[src/rtl/fb_fill_engine.sv]
// fb_fill_engine
// Span fill for the 400x300 8-bit color-index framebuffer. A fill writes a
// run of consecutive pixels with one color index through framebuffer port B,
// one 32-bit word (4 pixels) per cycle. The display processor shares the
// port and always wins; the fill only advances on cycles it leaves free.
//
// Ports:
//   gpu_clk, reset          clock, synchronous active-high reset
//   cfg_start_pixel/count   fill range, sampled on an accepted start
//   cfg_color               fill color index, sampled on an accepted start
//   start, abort            begin a fill / cancel the running fill
//   busy, done, error       fill running / completion pulse / reject pulse
//   up_*                    display processor side of the port
//   fb_*                    framebuffer port B (1-cycle read latency)
module fb_fill_engine #(
  parameter int          NUM_PIXELS = 120000,
  parameter int          PIX_W      = 17,
  parameter logic [31:0] FB_BASE    = 32'h0
) (
  input  logic             gpu_clk,
  input  logic             reset,
  input  logic [PIX_W-1:0] cfg_start_pixel,
  input  logic [PIX_W-1:0] cfg_pixel_count,
  input  logic [7:0]       cfg_color,
  input  logic             start,
  input  logic             abort,
  output logic             busy,
  output logic             done,
  output logic             error,
  input  logic             up_sel,
  input  logic [31:0]      up_address,
  input  logic [31:0]      up_wr_data,
  input  logic [3:0]       up_wr_en,
  output logic [31:0]      up_rd_data,
  output logic [31:0]      fb_address,
  output logic [31:0]      fb_wr_data,
  output logic [3:0]       fb_wr_en,
  input  logic [31:0]      fb_rd_data
);

  localparam int               WORD_W    = PIX_W - 2;
  localparam logic [PIX_W:0]   NUM_PIX_L = (PIX_W+1)'(NUM_PIXELS);

  typedef enum logic [0:0] {IDLE = 1'b0, FILL = 1'b1} state_t;

  // Byte lanes of the current word that fall inside the span; the first and
  // last word of the run are trimmed, a single-word run is trimmed on both ends.
  function automatic logic [3:0] lane_mask(
    input logic [WORD_W-1:0] cur,
    input logic [WORD_W-1:0] first,
    input logic [WORD_W-1:0] last,
    input logic [1:0]        first_lane,
    input logic [1:0]        last_lane
  );
    logic [3:0] m;
    for (int i = 0; i < 4; i++) begin
      m[i] = ((cur != first) || (2'(i) >= first_lane)) &&
             ((cur != last)  || (2'(i) <= last_lane));
    end
    return m;
  endfunction

  state_t            state_r, state_s;
  logic [WORD_W-1:0] cur_word_r, cur_word_s;
  logic [WORD_W-1:0] first_word_r, first_word_s;
  logic [WORD_W-1:0] last_word_r, last_word_s;
  logic [1:0]        first_lane_r, first_lane_s;
  logic [1:0]        last_lane_r, last_lane_s;
  logic [7:0]        color_r, color_s;
  logic              done_r, done_s;
  logic              error_r, error_s;
  logic [PIX_W:0]    end_s;
  logic [PIX_W-1:0]  last_pix_s;
  logic              fill_drive_s;

  // Next-state logic: start decode/range check in IDLE, word stepping in FILL.
  always_comb begin
    state_s      = state_r;
    cur_word_s   = cur_word_r;
    first_word_s = first_word_r;
    last_word_s  = last_word_r;
    first_lane_s = first_lane_r;
    last_lane_s  = last_lane_r;
    color_s      = color_r;
    done_s       = 1'b0;
    error_s      = 1'b0;
    // One extra bit so start+count cannot wrap before the range check.
    end_s        = {1'b0, cfg_start_pixel} + {1'b0, cfg_pixel_count};
    last_pix_s   = PIX_W'(end_s - {{PIX_W{1'b0}}, 1'b1});
    case (state_r)
      IDLE: begin
        if (start && !abort) begin
          if (cfg_pixel_count == {PIX_W{1'b0}}) begin
            done_s = 1'b1;
          end else if (end_s > NUM_PIX_L) begin
            error_s = 1'b1;
          end else begin
            first_word_s = cfg_start_pixel[PIX_W-1:2];
            last_word_s  = last_pix_s[PIX_W-1:2];
            first_lane_s = cfg_start_pixel[1:0];
            last_lane_s  = last_pix_s[1:0];
            color_s      = cfg_color;
            cur_word_s   = cfg_start_pixel[PIX_W-1:2];
            state_s      = FILL;
          end
        end else begin
          state_s = IDLE;
        end
      end
      FILL: begin
        if (abort) begin
          state_s = IDLE;
        end else if (up_sel) begin
          // Display processor owns the port this cycle: hold everything.
          state_s = FILL;
        end else if (cur_word_r == last_word_r) begin
          state_s = IDLE;
          done_s  = 1'b1;
        end else begin
          cur_word_s = cur_word_r + {{(WORD_W-1){1'b0}}, 1'b1};
        end
      end
      default: begin
        state_s = IDLE;
      end
    endcase
  end

  // State and fill registers; reset drops any fill in progress.
  always_ff @(posedge gpu_clk) begin
    if (reset) begin
      state_r      <= IDLE;
      cur_word_r   <= {WORD_W{1'b0}};
      first_word_r <= {WORD_W{1'b0}};
      last_word_r  <= {WORD_W{1'b0}};
      first_lane_r <= 2'b00;
      last_lane_r  <= 2'b00;
      color_r      <= 8'h00;
      done_r       <= 1'b0;
      error_r      <= 1'b0;
    end else begin
      state_r      <= state_s;
      cur_word_r   <= cur_word_s;
      first_word_r <= first_word_s;
      last_word_r  <= last_word_s;
      first_lane_r <= first_lane_s;
      last_lane_r  <= last_lane_s;
      color_r      <= color_s;
      done_r       <= done_s;
      error_r      <= error_s;
    end
  end

  // Port B mux: the fill drives only on free, non-aborted FILL cycles.
  always_comb begin
    fill_drive_s = (state_r == FILL) && !up_sel && !abort;
    fb_address   = up_address;
    fb_wr_data   = up_wr_data;
    fb_wr_en     = 4'b0000;
    if (fill_drive_s) begin
      fb_address = FB_BASE + {{(32-PIX_W){1'b0}}, cur_word_r, 2'b00};
      fb_wr_data = {4{color_r}};
      fb_wr_en   = lane_mask(cur_word_r, first_word_r, last_word_r,
                             first_lane_r, last_lane_r);
    end else begin
      fb_wr_en = up_sel ? up_wr_en : 4'b0000;
    end
  end

  assign busy       = (state_r == FILL);
  assign done       = done_r;
  assign error      = error_r;
  assign up_rd_data = fb_rd_data;

endmodule

[config.mk]
export PLATFORM = sky130hd
export DESIGN_NAME = fb_fill_engine
export DESIGN_NICKNAME = d
export VERILOG_FILES = /design/src/rtl/fb_fill_engine.sv
export SDC_FILE = /design/constraint.sdc
export NUM_CORES = 1
export LEC_CHECK = 0
export ABC_AREA = 1
export BUFFER_PORTS_ARGS = -buffer_cell sky130_fd_sc_hd__buf_4
export CAP_MARGIN = 20
export CORE_UTILIZATION = 44
export DETAILED_ROUTE_END_ITERATION = 10
export PLACE_DENSITY = 0.76
export SLEW_MARGIN = 20
export SYNTH_ARGS = -nofsm -noshare
export SYNTH_HDL_FRONTEND = slang
export SYNTH_SLANG_ARGS = --single-unit
[constraint.sdc]
create_clock -name gpu_clk -period 6 [get_ports gpu_clk]
set_clock_uncertainty 0.05 [all_clocks]
set_input_delay 0 -clock gpu_clk [delete_from_list [all_inputs] [get_ports gpu_clk]]
set_output_delay 0 -clock gpu_clk [all_outputs]
set_load 0.01 [all_outputs]
==> impl_results.md, run 1 <==
* MaxCap Viol Count at 0
* Total Neg Setup Slack at 0 ns
* CTS resizes at 0
* Most used cell, CP: nand2_1
* Die width at ~110 um
* Area after DPL at ~0.0066 mm2
* First-pass GRT wire length at 28.2 mm
* Filler cell count at approximately 1200
* CTS H-tree depth at 3
* Fin. Hold Viols at 0
* Kind of critical path: input port to flip-flop
* Port Buf Inserts at 185
* CTS tree: built
* Initial antenna violation count at 0
* Data arrival, critical path at around 4.2 ns
* Final wirelength at 18.1 mm
* CTS Root Buffer Type: clkbuf_16
* # rows at 40
* TritonCTS Buffers at 9
* Core box area at between 0.01 and 0.015 mm2
* CTS Buffer Depth at 2
* Hold Crit Depth at 4
* Leakage at between 4 and 5 nW
* Fin area at ~0.0075 mm2
* Detailed Routing Iterations Pass 1 at 5
* Syn_nets at between 1000 and 1500
* Worst skew pair latency at ~0.33 ns
* Die footprint at ~0.013 mm2
* Reg-to-reg slack, setup at 3.10 ns
* RSZ-0062 raised after global routing: false
* Most frequent cells in the layout: nand2_1, buf_4, inv_1
* Synthesized area at between 0.005 and 0.006 mm2
* Period minus WS final at 3.95 ns
* Die Y at ~110 um
* Global route total overflow at 0
* Hold Crit Start: cfg_pixel_count[16]
* Crit path cell chain: dlygate4sd3_1, buf_4, ha_1, inv_1, fa_1, ha_1, inv_1, a21oi_2, nand3_1, nor2_1, nand2_1, nand3_1, nand2_1, nand2_1, nand2_1, nand2_2, nand3_4, inv_4, nand2_1, a21oi_1, dlygate4sd3_1
* Worst R2R Path Depth at 8
* Worst VDD drop at ~0.12 mV
* Top delay family on crit path: buffers and inverters
* Routed vias/inst at 5.14
* Fin nets at around 1300
* Synth Area per Inst at slightly below 6 um2
* DRT iter0 DRCs at between 400 and 500
* Worst Hold Class: input port to flip-flop
* R2R Path End: color_r[5]$_SDFFE_PP0P_
* Largest net degree at the start of global routing at between 60 and 70
* Cts hold-fix bufs at 63
* Critical path endpoint category: flip-flop
* Worst Path Max Fanout at 45
* Commonest non-fill, non-tap cell in the layout: nand2_1
* Post-synthesis sequential area ratio at 22.2%
* Top Ports at 250
* CTS sink count at 60
* Multi-input logic area at roughly 0.0034 mm2
* CP max stage delay at about 0.56 ns
* GPL Wtd Cong at 0.940
* Reg2reg start: busy$_SDFF_PP0_
* Area grow syn2layout at 39.2%
* Peak Freq at 253 MHz
* Final ANT Viol Nets at 0
* Crit path buf inv count at 6
* Share of cells above drive strength 1 at 18.9%
* Worst-Margin Slew at about 1 ns
* Pins Over Slew Limit at 0
* Final setup viols at 0
* CP Data Required Time at around 6.2 ns
* Initial core utilization at between 40 and 50%
* Synth cell types at 37
* DRC violations left at 0
* Critical path launch point type: input port
* Slew headroom at about a third
* Period utilization at 65.8%
* Antenna diodes at 0
* Post CTS Setup Buffer Count at 0
* Total number of yosys warnings at 0
* Hold EP: done$_SDFF_PP0_
* Slowest CP cell: dlygate4sd3_1
* Vias in the first global route at approximately 5700
* Total GRT Usage at approximately 28%
* PwrDens at between 200 and 250 mW/mm2
* Sequential cell area at ~0.0012 mm2
* Number of synthesized register bits at 60
* Status: completed
* Vias at 6557
* Wire per inst at 14.1 um
* Post-Synthesis Cells at 930
* Hpwl dp at between 10 and 15 mm
* Worst-path clk slew at 0.06 ns
routing by layer:
layer	routed length, um	vias up	part of all wire, %	GRT usage [%]
met4	434	0	2.4	10.3
met2	8540	279	47	47.3
met5	0	-	0	0
met3	1330	38	7.4	4.23
li1	-	3283	-	-
met1	7750	2957	43	35.8
tightest hold or removal path: stages:
cell	delay (ns)
buf_4	0.09
nor3_1	0.05
nand4_1	0.13
a21oi_1	0.09
worst max-delay path by stage:
stage	start	to	depth (start not counted)
floorplan	cfg_start_pixel[0]	last_word_r[9]$_SDFFE_PP0P_	18
finish	cfg_start_pixel[0]	color_r[5]$_SDFFE_PP0P_	21
global placement	cfg_start_pixel[0]	cur_word_r[6]$_SDFFE_PP0P_	21
detailed placement	cfg_start_pixel[0]	last_lane_r[1]$_SDFFE_PP0P_	19
CTS	cfg_start_pixel[0]	color_r[5]$_SDFFE_PP0P_	21
global route	cfg_start_pixel[0]	color_r[6]$_SDFFE_PP0P_	21
state kept, by name (all words and copies together), names as in the netlist:
register and flops:
busy 1, color_r 8, cur_word_r 15, done 1, error 1, first_lane_r 2
first_word_r 15, last_lane_r 2, last_word_r 15
where the power goes:
| part | switching (mW) | total [mW] | internal [mW] |
|---|---|---|---|
| Clock | 0.206 | 0.533 | 0.328 |
| Sequential | 0.0442 | 0.475 | 0.431 |
| Combinational | 0.297 | 0.532 | 0.235 |
cells by family after synthesis:
logic type,synth area share [%]
buf+inv,15.7
xor+xnor,6.48
fa+ha+maj,4.77
compound gates,12.1
simple gates,37.8
mux,0.926
flops,22.2
through the flow:
stage	cells	worst slack (ns)	power (mW)	utilization [%]	hold WS, ns
after floorplan	930	3.72	0.803	-	0.0371
after CTS	1276	2.12	1.54	62.6	0.0205
final	1276	2.05	1.54	62.6	0.0264
after global routing	1276	1.68	1.63	62.6	0.0360
after global placement	1197	2.87	0.961	54.8	-0.0499
after detailed placement	1197	2.74	0.966	54.8	-0.0499
cell usage after synthesis (all sizes together):
| cell | instances | area, um2 |
|---|---|---|
| nand3b | 5 | 37.5 |
| xnor2 | 9 | 78.8 |
| dfxtp | 60 | 1200 |
| ha | 19 | 238 |
| a211oi | 1 | 7.51 |
| o21ai | 45 | 225 |
| clkinv | 1 | 3.75 |
| buf | 44 | 327 |
| a31oi | 2 | 12.5 |
| inv | 114 | 430 |
| nor3b | 1 | 7.51 |
| nand3 | 48 | 253 |
| nor3 | 18 | 90.1 |
| fa | 1 | 20.0 |
| a21oi | 74 | 374 |
| o211ai | 2 | 15.0 |
| nand4 | 8 | 50.1 |
| mux2i | 5 | 50.1 |
| and2 | 4 | 25.0 |
| a32o | 1 | 10.0 |
| nor4 | 7 | 43.8 |
| o21bai | 1 | 7.51 |
| xor2 | 31 | 272 |
| clkbuf | 24 | 90.1 |
| nand2 | 334 | 1270 |
| nor2 | 71 | 269 |
area by class of cell:
class | count | share of cell area [%]
multi-input combinational | 687 | 44.6
timing repair buffer | 251 | 27.1
clock buffer | 9 | 2.99
sequential | 60 | 16.0
clock inverter | 7 | 1.08
tap | 147 | 2.44
inverter | 115 | 5.77
No activity file was read; power rests on OpenSTA's default activity.
==> run 2: changes to the inputs <==
==> constraint.sdc (replaced) <==
create_clock -name gpu_clk -period 3.7 [get_ports gpu_clk]
set_clock_uncertainty 0.05 [all_clocks]
set_input_delay 0 -clock gpu_clk [delete_from_list [all_inputs] [get_ports gpu_clk]]
set_output_delay 0 -clock gpu_clk [all_outputs]
set_load 0.01 [all_outputs]
==> impl_results.md, run 2 (synthesis gave the netlist of run 1 again) <==
* CTS H-tree depth at 3
* Worst Path Max Fanout at 45
* Period utilization at 85.9%
* Kind of critical path: input port to flip-flop
* Share of cells above drive strength 1 at 19.0%
* CTS sink count at 60
* Total GRT Usage at 28.0%
* Reg2reg start: cur_word_r[0]$_SDFFE_PP0P_
* Total Neg Setup Slack at 0 ns
* Hpwl dp at 13.6 mm
* Post CTS Setup Buffer Count at 0
* Worst-path clk slew at 0.05 ns
* Data arrival, critical path at around 3.4 ns
* Slew headroom at between 30% and 40%
* Status: finished, violations left
* Routed vias/inst at slightly above 5
* Worst VDD drop at approximately 0.22 mV
* Die Y at between 100 and 150 um
* Initial antenna violation count at 0
* MaxCap Viol Count at 0
* Top Ports at 250
* Core box area at 0.0120 mm2
* CTS Root Buffer Type: clkbuf_16
* Commonest non-fill, non-tap cell in the layout: nand2_1
* Detailed Routing Iterations Pass 1 at 5
* WHS at -0.00335 ns
* Fin nets at approximately 1300
* DRT iter0 DRCs at 427
* Hold Crit Depth at 4
* Reg-to-reg slack, setup at ~1.1 ns
* Area grow syn2layout at 38.2%
* R2R Path End: cur_word_r[14]$_SDFFE_PP0P_
* RSZ-0062 raised after global routing: false
* Port Buf Inserts at roughly 190
* Initial core utilization at 45.0%
* Worst Hold Class: input port to flip-flop
* Multi-input logic area at between 0.003 and 0.004 mm2
* Biggest regs: cur_word_r: 15 flops, first_word_r: 15 flops, last_word_r: 15 flops
* Worst skew pair latency at about 0.33 ns
* Violated checks: hold timing
* TritonCTS Buffers at 9
* Die width at between 100 and 150 um
* Critical path launch point type: input port
* Critical path endpoint category: flip-flop
* CTS tree: built
* Non-filler cells, final at approximately 1300
* PwrDens at ~330 mW/mm2
* # rows at 40
* Peak Freq at around 310 MHz
* Final setup viols at 0
* Final ANT Viol Nets at 0
* Most frequent cells in the layout: nand2_1, buf_4, inv_1
* Pins Over Slew Limit at 0
* Placed instance count at 1198
* Vias in the first global route at between 5000 and 6000
* DRC violations left at 0
* Final wirelength at 18.3 mm
* Vias at about 6500
* Antenna diodes at 0
* Wire per inst at 14.4 um
* Sequential cell area at 0.00120 mm2
* Fin. Hold Viols at 1
* Die footprint at around 0.013 mm2
* Worst R2R Path Depth at 13
* Setup crit end: last_word_r[8]$_SDFFE_PP0P_
* Core Util, Final at between 60 and 70%
* Largest net degree at the start of global routing at 62
* Crit. Startpoint: cfg_start_pixel[0]
* GPL Wtd Cong at ~0.95
* CTS Buffer Depth at 2
* Period minus WS final at ~3.2 ns
* Filler cell count at 1158
* CP Data Required Time at ~3.9 ns
* Leakage at approximately 4 nW
* First-pass GRT wire length at approximately 28 mm
* Global route total overflow at 0
* Worst-Margin Slew at ~1 ns
run 2: how the worst min path moves through the flow:
| stage | startpoint | end | slack, ns |
|---|---|---|---|
| global route | reset | last_word_r[2]$_SDFFE_PP0P_ | 0.007 |
| global placement | fb_rd_data[11] | up_rd_data[11] | -0.05 |
| finish | cfg_pixel_count[16] | done$_SDFF_PP0_ | -0.003 |
| detailed placement | fb_rd_data[11] | up_rd_data[11] | -0.05 |
| floorplan | up_address[0] | fb_address[0] | 0.04 |
| CTS | reset | last_word_r[2]$_SDFFE_PP0P_ | 0.002 |
run 2: through the flow:
step	instance area [um2]	hold WS, ns	total power [mW]	setup WS, ns
final	7470	-0.00335	2.46	0.521
after global routing	7470	0.00695	2.60	0.148
after CTS	7470	0.00177	2.46	0.546
after detailed placement	6600	-0.0499	1.57	0.771
after global placement	6600	-0.0499	1.56	0.895
after floorplan	5400	0.0371	1.30	1.42
run 2: layout make-up:
| class | count | area share (%) |
|---|---|---|
| Tap cell | 147 | 2.46 |
| Inverter | 115 | 5.81 |
| Timing Repair Buffer | 246 | 26.6 |
| Sequential cell | 60 | 16.1 |
| Clock inverter | 6 | 0.854 |
| Clock buffer | 10 | 3.20 |
| Multi-Input combinational cell | 687 | 44.9 |
run 2: power breakdown:
part           internal (mW)  leakage, nW  switching [mW]  total (mW)
registers              0.699        0.490          0.0694       0.768
clock network          0.537        0.144           0.294       0.830
logic                  0.379         3.38           0.485       0.864
run 2: worst max-delay path: stages:
cell and delay [ns]:
dlygate4sd3_1 0.53, buf_4 0.11, ha_1 0.19, inv_1 0.06, fa_1 0.51, ha_1 0.17
inv_1 0.05, a21oi_2 0.14, nand3_1 0.09, nor2_1 0.17, nand2_1 0.11, nand3_1 0.08
nand2_1 0.05, nand2_1 0.05, nand2_1 0.05, nand2_2 0.09, nand3_4 0.20, inv_4 0.40
o21ai_0 0.14, a21oi_1 0.16
run 2: timing repair:
item,in CTS,in global routing
endpoints found under the hold margin,57,0
hold buffers,57,0
gates resized for setup,0,0
run 2: routing by layer:
layer	part of all wire, %	track usage (%)	routed length (um)
met5	0	0	0
met3	7.4	5.14	1360
met1	43	36.1	7900
met2	47	46.7	8620
met4	2.5	10.2	451
==> run 3: changes to the inputs <==
==> constraint.sdc (replaced) <==
create_clock -name gpu_clk -period 3.7 [get_ports gpu_clk]
set_clock_uncertainty 0.05 [all_clocks]
set_input_delay 0.555 -clock gpu_clk [delete_from_list [all_inputs] [get_ports gpu_clk]]
set_output_delay 0.555 -clock gpu_clk [all_outputs]
set_load 0.01 [all_outputs]
==> impl_results.md, run 3 (synthesis gave the netlist of run 1 again) <==
* Leakage at 3.78 nW
* Worst VDD drop at approximately 0.24 mV
* Area grow syn2layout at 27.8%
* MaxCap Viol Count at 0
* RSZ-0062 raised after global routing: false
* Period utilization at 86.7%
* Die width at 113 um
* Initial core utilization at between 40 and 50%
* Pre-CTS WS at 0.182 ns
* Commonest non-fill, non-tap cell in the layout: nand2_1
* Antenna diodes at 0
* DRC violations left at 0
* Wire per inst at 14.5 um
* Initial antenna violation count at 0
* CTS Buffer Depth at 2
* Total GRT Usage at around 28%
* CTS Root Buffer Type: clkbuf_16
* Crit. Startpoint: cfg_start_pixel[0]
* Sequential cell area at between 0.001 and 0.0015 mm2
* Reg2reg start: cur_word_r[0]$_SDFFE_PP0P_
* Detailed Routing Iterations Pass 1 at 5
* CTS tree: built
* Fin area at slightly below 0.007 mm2
* Data arrival, critical path at 3.43 ns
* CTS H-tree depth at 3
* Status: completed
* Final setup margin at a little under 0.5 ns
* Critical path launch point type: input port
* First-pass GRT wire length at 27.6 mm
* Fin nets at 1230
* CTS sink count at 60
* CTS resizes at 0
* Total Neg Setup Slack at 0 ns
* Die footprint at between 0.01 and 0.015 mm2
* Hpwl dp at 13.8 mm
* Worst-path clk slew at around 0.060 ns
* Global route total overflow at 0
* Slew headroom at about 34%
* Largest net degree at the start of global routing at 62
* CP Data Required Time at a little under 4 ns
* Share of cells above drive strength 1 at 20.1%
* Core Util, Final at a little under three fifths
* Multi-input logic area at about 0.0034 mm2
* Vias in the first global route at ~5500
* Internal power at ~1.6 mW
* Logic pwr share at between 30 and 40%
* Worst-Margin Slew at 0.995 ns
* Period minus WS final at approximately 3.2 ns
* Peak Freq at 312 MHz
* Post CTS Setup Buffer Count at 0
* DRT iter0 DRCs at 407
* Final wirelength at ~18 mm
* Final setup viols at 0
* Area after DPL at 0.00660 mm2
* PwrDens at ~350 mW/mm2
* Core box area at 0.0120 mm2
* GPL Wtd Cong at between 0.9 and 1
* Sw Ratio at 35.3%
* Die Y at around 110 um
* Biggest regs: cur_word_r: 15 flops, first_word_r: 15 flops, last_word_r: 15 flops
* Worst skew pair latency at between 0.3 and 0.4 ns
* Clk pwr share at between 30% and 40%
* Worst Hold Class: flip-flop to flip-flop
* Final ANT Viol Nets at 0
* Cts hold-fix bufs at 0
* Port Buf Inserts at 185
* Filler cell count at ~1200
* Seq pwr share at between 30% and 40%
* Vias at 6210
* Most frequent cells in the layout: nand2_1, buf_4, inv_1
* Kind of critical path: input port to flip-flop
* TritonCTS Buffers at 9
* Pins Over Slew Limit at 0
* Critical path endpoint category: flip-flop
* Hold Crit Start: color_r[3]$_SDFFE_PP0P_
* Routed vias/inst at about 5.1
* Worst Path Max Fanout at 45
* # rows at 40
* Top Ports at 250
* Fin. Hold Viols at 0
* P_sw at 0.853 mW
-- run 3: power groups by stage --
stage | registers (mW) | logic (mW) | clock network [mW]
after floorplan | 0.742 | 0.560 | 0
after global routing | 0.770 | 0.909 | 0.874
after detailed placement | 0.776 | 0.799 | 0
final | 0.765 | 0.810 | 0.841
after global placement | 0.775 | 0.786 | 0
after CTS | 0.762 | 0.805 | 0.852
-- run 3: cell type report --
type / instances / share of cell area [%]
Tap cell: 147 / 2.66
Inverter: 115 / 6.29
Timing Repair Buffer: 190 / 20.7
Sequential cell: 60 / 17.4
Clock inverter: 7 / 1.12
Clock buffer: 9 / 3.26
Multi-Input combinational cell: 687 / 48.6
-- run 3: path summary, 6_finish.rpt --
check | depth (start not counted) | to | slack, ns
setup / recovery | 19 | first_lane_r[1]$_SDFFE_PP0P_ | 0.49
hold / removal | 2 | color_r[3]$_SDFFE_PP0P_ | 0.41
setup reg to reg | 13 | cur_word_r[14]$_SDFFE_PP0P_ | 1.07
hold reg to reg | 2 | color_r[3]$_SDFFE_PP0P_ | 0.41
-- run 3: worst max-delay path, cell delays in order --
cell     delay [ns]
buf_4          0.09
ha_1           0.19
inv_1          0.06
fa_1           0.50
ha_1           0.16
inv_1          0.05
a21oi_2        0.15
nand3_1        0.09
nor2_1         0.19
nand2_1        0.11
nand3_1        0.08
nand2_1        0.05
nand2_1        0.05
nand2_1        0.05
nand2_2        0.09
nand3_4        0.21
inv_4          0.41
o21ai_0        0.15
a21oi_1        0.16
-- run 3: metal layers --
layer,global-route usage [%],share of wire [%]
met1,36.0,43
met2,45.1,46
met3,5.09,8.0
met4,11.2,2.7
met5,0,0
-- run 3: through the flow --
step | hold slack [ns] | std cells | total power [mW]
after floorplan | 0.394 | 930 | 1.30
after global placement | 0.402 | 1199 | 1.56
after detailed placement | 0.407 | 1199 | 1.57
after CTS | 0.415 | 1215 | 2.42
after global routing | 0.428 | 1215 | 2.55
final | 0.413 | 1215 | 2.42
